[config.mk]
export PLATFORM = sky130hd
export DESIGN_NAME = kf8259_in_service_param
export DESIGN_NICKNAME = d
export VERILOG_FILES = /design/src/rtl/kf8259_in_service_param.sv
export SDC_FILE = /design/constraint.sdc
export NUM_CORES = 1
export LEC_CHECK = 0
export CAP_MARGIN = 20
export CORE_ASPECT_RATIO = 0.9
export CORE_MARGIN = 10
export CORE_UTILIZATION = 60
export DETAILED_ROUTE_END_ITERATION = 7
export DONT_BUFFER_PORTS = 1
export PLACE_DENSITY = 0.83
export RECOVER_POWER = 100
export SETUP_SLACK_MARGIN = 0.2
export SLEW_MARGIN = 20
export SYNTH_ARGS = -nofsm -noshare
export SYNTH_HDL_FRONTEND = slang
export SYNTH_SLANG_ARGS = --single-unit
[constraint.sdc]
create_clock -name clock -period 3.2 [get_ports clock]
set_input_delay 0.64 -clock clock [delete_from_list [all_inputs] [get_ports clock]]
set_output_delay 0.64 -clock clock [all_outputs]
set_load 0.01 [all_outputs]
[src/rtl/kf8259_in_service_param.sv]
// ---------------------------------------------------------------------------
// kf8259_in_service_param
//
// In-service register (ISR) block of an 8259-style interrupt controller with
// a configurable number of levels. It tracks acknowledged interrupts and
// clears them on specific, non-specific or automatic end-of-interrupt. It
// maintains the rotating-priority pointer and reports the highest-priority
// level currently in service.
//
// Ports
//   clock                    system clock, all state on its rising edge
//   reset                    synchronous active-high reset
//   start_in_service         acknowledge strobe, ORs 'interrupt' into ISR
//   interrupt[LEVELS]        acknowledged level(s), nominally one-hot
//   eoi_cmd                  end-of-interrupt command strobe
//   eoi_specific             1 = clear eoi_level, 0 = clear highest level
//   eoi_level[IDX_W]         level index for a specific EOI
//   eoi_rotate               load the cleared level as lowest priority
//   set_priority             load priority_level as lowest priority
//   priority_level[IDX_W]    new lowest-priority level index
//   auto_eoi_mode            acknowledged levels clear themselves next cycle
//   auto_rotate_mode         rotate priority on an automatic EOI
//   special_mask_mode        masked levels do not take part in resolution
//   imr[LEVELS]              interrupt mask register
//   in_service_register      registered ISR
//   highest_level_in_service registered one-hot highest level in service
//   priority_rotate          registered index of the lowest-priority level
//   eoi_miss                 one-cycle pulse: an EOI cleared nothing
// ---------------------------------------------------------------------------
module kf8259_in_service_param #(
  parameter int LEVELS = 8,
  parameter int IDX_W  = $clog2(LEVELS)
) (
  input  logic              clock,
  input  logic              reset,
  input  logic              start_in_service,
  input  logic [LEVELS-1:0] interrupt,
  input  logic              eoi_cmd,
  input  logic              eoi_specific,
  input  logic [IDX_W-1:0]  eoi_level,
  input  logic              eoi_rotate,
  input  logic              set_priority,
  input  logic [IDX_W-1:0]  priority_level,
  input  logic              auto_eoi_mode,
  input  logic              auto_rotate_mode,
  input  logic              special_mask_mode,
  input  logic [LEVELS-1:0] imr,
  output logic [LEVELS-1:0] in_service_register,
  output logic [LEVELS-1:0] highest_level_in_service,
  output logic [IDX_W-1:0]  priority_rotate,
  output logic              eoi_miss
);

  // Registered state
  logic [LEVELS-1:0] r_isr;
  logic [LEVELS-1:0] r_highest;
  logic [LEVELS-1:0] r_pending;   // levels awaiting their automatic EOI
  logic [IDX_W-1:0]  r_rotate;
  logic              r_eoi_miss;

  // Command decode
  logic              w_level_ok;
  logic              w_prio_ok;
  logic [IDX_W-1:0]  w_highest_idx;
  logic [LEVELS-1:0] w_pend_low;
  logic [IDX_W-1:0]  w_pend_idx;
  logic [LEVELS-1:0] w_eoi_clear;
  logic              w_eoi_hit;
  logic [IDX_W-1:0]  w_eoi_idx;

  // Next-state values
  logic [LEVELS-1:0] w_clear_vec;
  logic [LEVELS-1:0] w_set_vec;
  logic [LEVELS-1:0] w_isr_next;
  logic [LEVELS-1:0] w_pending_next;
  logic [IDX_W-1:0]  w_rot_next;
  logic              w_miss_next;

  // Highest-level resolution
  logic [LEVELS-1:0] w_masked;
  logic [LEVELS-1:0] w_upper_mask;
  logic [LEVELS-1:0] w_upper_part;
  logic [LEVELS-1:0] w_pick;
  logic [LEVELS-1:0] w_highest_next;

  // Index widths can express values >= LEVELS when LEVELS is not a power
  // of two; such indices must be treated as out of range.
  assign w_level_ok = int'(eoi_level) < LEVELS;
  assign w_prio_ok  = int'(priority_level) < LEVELS;

  // Lowest-numbered pending level, isolated as x & -x.
  assign w_pend_low = r_pending & (~r_pending + LEVELS'(1));

  // One-hot to index encoders for the registered highest level and for the
  // lowest pending level.
  always_comb begin
    w_highest_idx = '0;
    w_pend_idx    = '0;
    for (int i = 0; i < LEVELS; i++) begin
      if (r_highest[i]) begin
        w_highest_idx = w_highest_idx | IDX_W'(i);
      end
      if (w_pend_low[i]) begin
        w_pend_idx = w_pend_idx | IDX_W'(i);
      end
    end
  end

  // EOI command: which bit(s) it clears and whether it hit anything.
  always_comb begin
    w_eoi_clear = '0;
    w_eoi_hit   = 1'b0;
    w_eoi_idx   = '0;
    if (eoi_cmd) begin
      if (eoi_specific) begin
        if (w_level_ok && r_isr[eoi_level]) begin
          w_eoi_clear[eoi_level] = 1'b1;
          w_eoi_hit              = 1'b1;
          w_eoi_idx              = eoi_level;
        end
      end else if (|r_highest) begin
        w_eoi_clear = r_highest;
        w_eoi_hit   = 1'b1;
        w_eoi_idx   = w_highest_idx;
      end
    end
  end

  assign w_miss_next = eoi_cmd & ~w_eoi_hit;

  // The automatic EOI of last cycle's acknowledge merges with any command
  // EOI; a fresh acknowledge of the same bit still wins.
  assign w_clear_vec    = w_eoi_clear | r_pending;
  assign w_set_vec      = start_in_service ? interrupt : '0;
  assign w_isr_next     = (r_isr & ~w_clear_vec) | w_set_vec;
  assign w_pending_next = (start_in_service && auto_eoi_mode) ? interrupt : '0;

  // Rotation pointer update, highest-precedence source first.
  always_comb begin
    w_rot_next = r_rotate;
    if (set_priority && w_prio_ok) begin
      w_rot_next = priority_level;
    end else if (eoi_cmd && eoi_rotate && w_eoi_hit) begin
      w_rot_next = w_eoi_idx;
    end else if ((|r_pending) && auto_rotate_mode) begin
      w_rot_next = w_pend_idx;
    end
  end

  // Priority runs from level rot+1 upward and wraps to level 0. Levels above
  // the pointer are therefore searched first; if none is active the search
  // wraps and takes the lowest-numbered active level overall. This needs no
  // modulo arithmetic, so any LEVELS value works.
  assign w_masked = w_isr_next & (special_mask_mode ? ~imr : {LEVELS{1'b1}});

  for (genvar gi = 0; gi < LEVELS; gi++) begin : g_upper
    assign w_upper_mask[gi] = (gi > int'(w_rot_next));
  end

  assign w_upper_part   = w_masked & w_upper_mask;
  assign w_pick         = (|w_upper_part) ? w_upper_part : w_masked;
  assign w_highest_next = w_pick & (~w_pick + LEVELS'(1));

  always_ff @(posedge clock) begin
    if (reset) begin
      r_isr      <= '0;
      r_highest  <= '0;
      r_pending  <= '0;
      r_rotate   <= IDX_W'(LEVELS - 1);
      r_eoi_miss <= 1'b0;
    end else begin
      r_isr      <= w_isr_next;
      r_highest  <= w_highest_next;
      r_pending  <= w_pending_next;
      r_rotate   <= w_rot_next;
      r_eoi_miss <= w_miss_next;
    end
  end

  assign in_service_register      = r_isr;
  assign highest_level_in_service = r_highest;
  assign priority_rotate          = r_rotate;
  assign eoi_miss                 = r_eoi_miss;

endmodule
==> reports/qor.yml, run 1 <==
timing:
  slew_headroom_pct: 63.0
  setup_viol: 0
  drv_slew: 0
  worstMarginPinSlew_ns: 0.555
  finClkSkew_ns: 0.00508
  fmax_mhz: 342
  setup_tns_ns: 0
  rsz0062_at_grt: "no"
  hold_viol_final: 0
  period_needed_ns: 2.92
  finalCritPeriodShare_pct: 91.3
synth:
  yosys_warnings: 0
  ys_types: 69
  ys.flop_type: "dfxtp_1"
  synth_nets: 264
  ys_seq_area_share_pct: 28.6
  postSynthCellCount: 232
  syn_area_sq_mm: 0.00196
  synth_edf_count: 0
  avgSynthCellArea_sq_um: 8.44
  synth-seq-cells: 28
  async_flop_share_pct: 0
power_and_ir_drop:
  p_leak_nw: 0.722
  power_density_mw_per_mm2: 412
  vdd.ir_drop.worst_v: 0.000309
critical_path:
  arrival_ns: 3.18
  r2r_cells: 8
  startpoint: "in_service_register[7]$_SDFF_PP0_"
  rrSetupSlack_ns: 0.28
  rr_endpoint: "highest_level_in_service[0]$_SDFF_PP0_"
  cp-end-kind: "flop"
  path_buf_inv: 0
  crit_end: "highest_level_in_service[0]$_SDFF_PP0_"
  critical_path_class: "reg -> reg"
  crit_fanout: 9
  crit_path_cell_trace: "mux2i_1, mux4_2, or3_4, o211ai_4, a21boi_0, o41ai_4, nand3_2, nor3b_1"
  startpoint_type: "flop"
  cp_slowest_cell: "mux4_2"
  cp.required_ns: 3.46
  max_stage_delay_ns: 0.58
  cp_top_family: "simple AND/OR/NAND/NOR gates"
  crit_cells: 8
  r2r_start: "in_service_register[7]$_SDFF_PP0_"
place:
  post-dp-hpwl_mm: 4.61
  gp_congestion: 0.993
  port_buffers: 0
  dp.cells: 265
  placed_area_sq_mm: 0.00198
clocking:
  ctsHtreeMaxLevel: 1
  clock-sinks: 28
  insertion_delay_ns: 0.34
  cts_tree: "yes"
  cts_setup_buffers: 0
  cts_buffer_depth: 2
  cts_made_buffers: 3
  cts_root_buf: "clkbuf_4"
  clkTransAtPathRegs_ns: 0.15
final_layout:
  fill_cells: 274
  finalNetCount: 260
  num_antenna_cells: 0
  syn_to_final_growth_pct: 1.47
  fin_cells: 268
  register_area_sq_um: 561
  postLayoutCoreUtil_pct: 64.3
  postLayoutCellArea_sq_mm: 0.00199
  multi_input_area_sq_mm: 0.00129
  final_layout_size_suffix_gt1_share_pct: 14.2
routing:
  drt-total-wl_mm: 5.89
  viasPerCell: 6.97
  drc: 0
  ant_nets: 0
  firstDrtPassIters: 5
  vias: 1869
  drtIter0Drc: 309
  wl_per_cell_microns: 22.0
global_route:
  track_usage_pct: 19.4
  top_usage_layer: "met2"
  grt_max_degree: 20
  use_met1_pct: 24.0
  grt_overflow_total: 0
  grt_pass1_wl_mm: 9.22
  grt_pass1_vias: 1833
  antenna_found_initial: 0
  grt.met2_usage_pct: 29.4
  use_met3_pct: 8.80
floorplan:
  die_w_microns: 80.2
  die-area_sq_mm: 0.00595
  core-area_sq_mm: 0.00309
  placement_rows: 19
  io_pins: 52
  die_h_microns: 74.2
  start_util_pct: 63.4
hold_path:
  min_path_type: "in -> reg"
  holdCritStartpoint: "reset"
outcome:
  status: "finished, final reports clean"
flow_run:
  cap_viol_max_count: 0
==> layer usage <==
metal  vias to the layer above  wire length [microns]  share of wire [%]
met3                        12                    872                 15
met1                       880                   2360                 40
met4                         0                     79                1.3
li1                        862                      -                  -
met5                         -                      0                  0
met2                       115                   2580                 44
==> stage by stage <==
step	setup WS, ns	hold WS (ns)	total power, mW
6_report	0.277	0.351	0.818
5_1_grt	0.112	0.325	0.858
4_1_cts	0.368	0.336	0.820
3_5_place_dp	0.171	0.611	0.670
3_3_place_gp	0.207	0.623	0.666
2_1_floorplan	0.212	0.566	0.629
==> cells by family (layout without fill, tap and decap cells) <==
logic type	Yosys count	count (layout)	share of synthesized area, %
AO/OA/AOI/OAI	66	66	27.0
flip-flops	28	28	28.6
multiplexers	12	12	7.86
buffers and inverters	22	16	4.66
AND/OR/NAND/NOR	104	104	31.9
==> synth_stat cells, types with 2 or more instances <==
library cell | instances | area share [%]
a211o_1 | 2 | 0.89
a21o_1 | 4 | 1.5
a21oi_1 | 14 | 3.6
a22o_1 | 2 | 0.89
a311oi_1 | 2 | 0.89
a31oi_1 | 2 | 0.64
and2_1 | 10 | 3.2
clkbuf_1 | 9 | 1.7
dfxtp_1 | 28 | 29
inv_1 | 10 | 1.9
mux2_2 | 3 | 1.7
mux2i_1 | 6 | 3.1
mux4_2 | 2 | 2.3
nand2_1 | 21 | 4.0
nand2b_1 | 11 | 3.5
nand3_1 | 5 | 1.3
nand3b_1 | 4 | 1.5
nand4_1 | 4 | 1.3
nor2_1 | 12 | 2.3
nor2b_1 | 3 | 0.96
nor3_1 | 6 | 1.5
nor3b_1 | 2 | 0.77
nor4_1 | 6 | 1.9
o21ai_0 | 11 | 2.8
o21ai_1 | 2 | 0.51
o21ai_2 | 2 | 0.89
o31a_1 | 2 | 0.89
o32ai_1 | 2 | 0.89
or2_2 | 4 | 1.3
or4_1 | 2 | 0.77
==> layout make-up <==
| class | instances | share of cell area, % |
|---|---|---|
| multi-input cells | 182 | 65.2 |
| flip-flops and latches | 28 | 28.2 |
| well taps | 42 | 2.64 |
| inverters | 11 | 2.08 |
| clock buffers | 3 | 1.13 |
| repair buffers | 2 | 0.756 |
==> worst min path at each step <==
stage	end	slack [ns]	cells past startpoint
after detailed placement	in_service_register[7]$_SDFF_PP0_	0.61	3
after global placement	in_service_register[7]$_SDFF_PP0_	0.62	3
after floorplan	in_service_register[7]$_SDFF_PP0_	0.57	3
final	in_service_register[6]$_SDFF_PP0_	0.35	1
after CTS	in_service_register[0]$_SDFF_PP0_	0.34	1
after global routing	in_service_register[0]$_SDFF_PP0_	0.33	1
==> cell usage in the layout, fill, tap and decap left out, drive strengths merged, types with 3 or more instances in the layout <==
cell	synthesis	routed
dfxtp	28	28
nand2	21	21
a21oi	15	15
o21ai	15	15
nor2	13	13
nand2b	11	11
inv	10	10
and2	10	10
nor4	7	7
nor3	7	7
mux2i	6	6
nand3	6	6
nand4	4	4
nand3b	4	4
a21o	4	4
or2	4	4
nor2b	4	4
mux2	4	4
nor3b	3	3
clkbuf	9	3
and3	3	3
o41ai	3	3
==> registers in the layout, summed over array words and instances, names as in the netlist <==
name and cells:
priority_rotate 3, r_pending 8, eoi_miss 1, in_service_register 8, highest_level_in_service 8
==> timing repair <==
action                     CTS  global route
hold buffers                 0             0
resized for setup            0             1
hold endpoints to repair     0             0
setup endpoints to repair    0             1
==> report_power, final <==
group	internal (mW)	switching [mW]
combinational	0.111	0.144
sequential	0.372	0.0400
clock	0.0444	0.107
Note: power is estimated with default switching activity, not from simulation.
==> run 2, diff against run 1 <==
CORE_ASPECT_RATIO = not set   (was 0.9)
==> reports/qor.yml, run 2 (same netlist as run 1, synthesis figures left out) <==
outcome:
  status: "finished, final reports clean"
routing:
  vias: 1890  # +1.1%
  viasPerCell: 7.00  # +0.37%
  drt-total-wl_mm: 5.94  # +0.83%
  drtIter0Drc: 241  # -22%
  wl_per_cell_microns: 22.0  # about the same
  firstDrtPassIters: 5  # unchanged
  drc: 0  # unchanged
  ant_nets: 0  # unchanged
critical_path:
  cp-end-kind: "flop"
  startpoint: "in_service_register[2]$_SDFF_PP0_"
  arrival_ns: 3.25  # +0.07 ns
  r2r_cells: 9  # +1
  cp.required_ns: 3.48  # +0.02 ns
  crit_fanout: 9  # unchanged
  rr_endpoint: "highest_level_in_service[6]$_SDFF_PP0_"
  r2r_start: "in_service_register[2]$_SDFF_PP0_"
  startpoint_type: "flop"
  critical_path_class: "reg -> reg"
  rrSetupSlack_ns: 0.24  # -0.04 ns
hold_path:
  min_path_type: "in -> reg"
  holdCritStartpoint: "reset"
  min_path_cells: 1  # unchanged
  hold_path_end: "highest_level_in_service[0]$_SDFF_PP0_"
timing:
  slew_headroom_pct: 57.8  # -5.2 points
  setup_tns_ns: 0  # unchanged
  finClkSkew_ns: 0.00342  # -0.00167 ns
  finalCritPeriodShare_pct: 92.6  # +1.3 points
  setup_viol: 0  # unchanged
  period_needed_ns: 2.96  # +0.0417 ns
  fmax_mhz: 337  # -1.4%
  rsz0062_at_grt: "no"
  drv_slew: 0  # unchanged
  worstMarginPinSlew_ns: 0.628  # +0.0727 ns
  hold_viol_final: 0  # unchanged
final_layout:
  final_common_cell: "dfxtp_1"
  num_antenna_cells: 0  # unchanged
  syn_to_final_growth_pct: 1.85
  final_layout_size_suffix_gt1_share_pct: 13.7  # -0.44 points
  final_cell_mix: "dfxtp_1, nand2_1, a21oi_1"
  postLayoutCoreUtil_pct: 64.8  # +0.51 points
  finalNetCount: 259  # -0.38%
floorplan:
  die_h_microns: 77.1  # +3.9%
  core-area_sq_mm: 0.00308  # -0.40%
  die_w_microns: 77.1  # -3.9%
  start_util_pct: 63.6  # +0.26 points
  die-area_sq_mm: 0.00595  # about the same
  io_pins: 52  # unchanged
  placement_rows: 20  # +1
clocking:
  holdBufCountCts: 0  # unchanged
  clkTransAtPathRegs_ns: 0.16  # about the same
  cts_setup_buffers: 0  # unchanged
  clock-sinks: 28  # unchanged
  cts_root_buf: "clkbuf_4"
  cts_tree: "yes"
  cts_buffer_depth: 2  # unchanged
  insertion_delay_ns: 0.35  # about the same
  ctsHtreeMaxLevel: 1  # unchanged
  cts_made_buffers: 3  # unchanged
place:
  port_buffers: 0  # unchanged
  post-dp-hpwl_mm: 4.62  # +0.35%
  gp_congestion: 1.00  # +0.83%
global_route:
  grt_overflow_total: 0  # unchanged
  track_usage_pct: 20.1  # +0.70 points
  grt_pass1_wl_mm: 9.80  # +6.3%
  grt_max_degree: 20  # unchanged
  grt_pass1_vias: 1847  # +0.76%
  antenna_found_initial: 0  # unchanged
power_and_ir_drop:
  vdd.ir_drop.worst_v: 0.000271  # -12%
  p_leak_nw: 0.720  # -0.38%
  power_density_mw_per_mm2: 425  # +3.2%
flow_run:
  cap_viol_max_count: 0  # unchanged
-- run 2: changes by cell type in the layout (fill, tap and decap cells not counted), sizes merged --
cell,change
clkbuf,+2
buf,-2
-- run 2: worst max-delay path by stage --
stage	end	slack (ns)	cells after the start
floorplan	highest_level_in_service[4]$_SDFF_PP0_	0.21	8
global placement	highest_level_in_service[6]$_SDFF_PP0_	0.24	8
detailed placement	highest_level_in_service[6]$_SDFF_PP0_	0.18	8
CTS	highest_level_in_service[6]$_SDFF_PP0_	0.37	9
finish	highest_level_in_service[6]$_SDFF_PP0_	0.24	9
global route	highest_level_in_service[6]$_SDFF_PP0_	0.13	9
-- run 2: cell type report --
cell class	count	area (sq um)
multi-input combinational	182	1300
inverter	11	41.3
clock buffer	4	36.3
fill	268	1080
sequential	28	561
tap	44	55.1
timing repair buffer	1	3.75
-- run 2: timing repair --
item	in CTS	in global routing
hold endpoints to repair	0	0
setup endpoints to repair	0	1
gates resized for setup	0	1
-- run 2: per-layer routing --
| layer | vias to the layer above | GRT usage [%] | part of all wire, % |
|---|---|---|---|
| met5 | - | 0 | 0 |
| met4 | 0 | 7.12 | 1.9 |
| met3 | 11 | 8.04 | 15 |
| met2 | 145 | 31.3 | 45 |
| met1 | 876 | 24.2 | 38 |
| li1 | 858 | - | - |
-- run 2: worst max-delay path, cell delays in order (launching register included) --
cell and delay [ns]:
dfxtp_1 0.37, clkbuf_1 0.17, mux2_2 0.28, mux4_2 0.56
a21oi_1 0.21, o21ai_2 0.17, a21boi_0 0.48, o41ai_4 0.12
and4_1 0.28, nor4_2 0.25
-- run 2: stage by stage --
step           cells  hold WS (ns)  total power, mW  instance area [sq um]  setup WS (ns)
3_3_place_gp     266         0.661            0.663                   1970          0.235
3_5_place_dp     266         0.659            0.668                   1970          0.178
6_report         270         0.332            0.848                   1990          0.235
2_1_floorplan    232         0.566            0.629                   1960          0.212
4_1_cts          270         0.329            0.849                   2010          0.366
5_1_grt          270         0.303            0.894                   1990          0.126
-- run 2: power by group --
| group | internal (mW) | switching [mW] | leakage (nW) |
|---|---|---|---|
| Sequential | 0.372 | 0.0387 | 0.230 |
| Clock | 0.0701 | 0.115 | 0.0210 |
| Combinational | 0.106 | 0.145 | 0.469 |
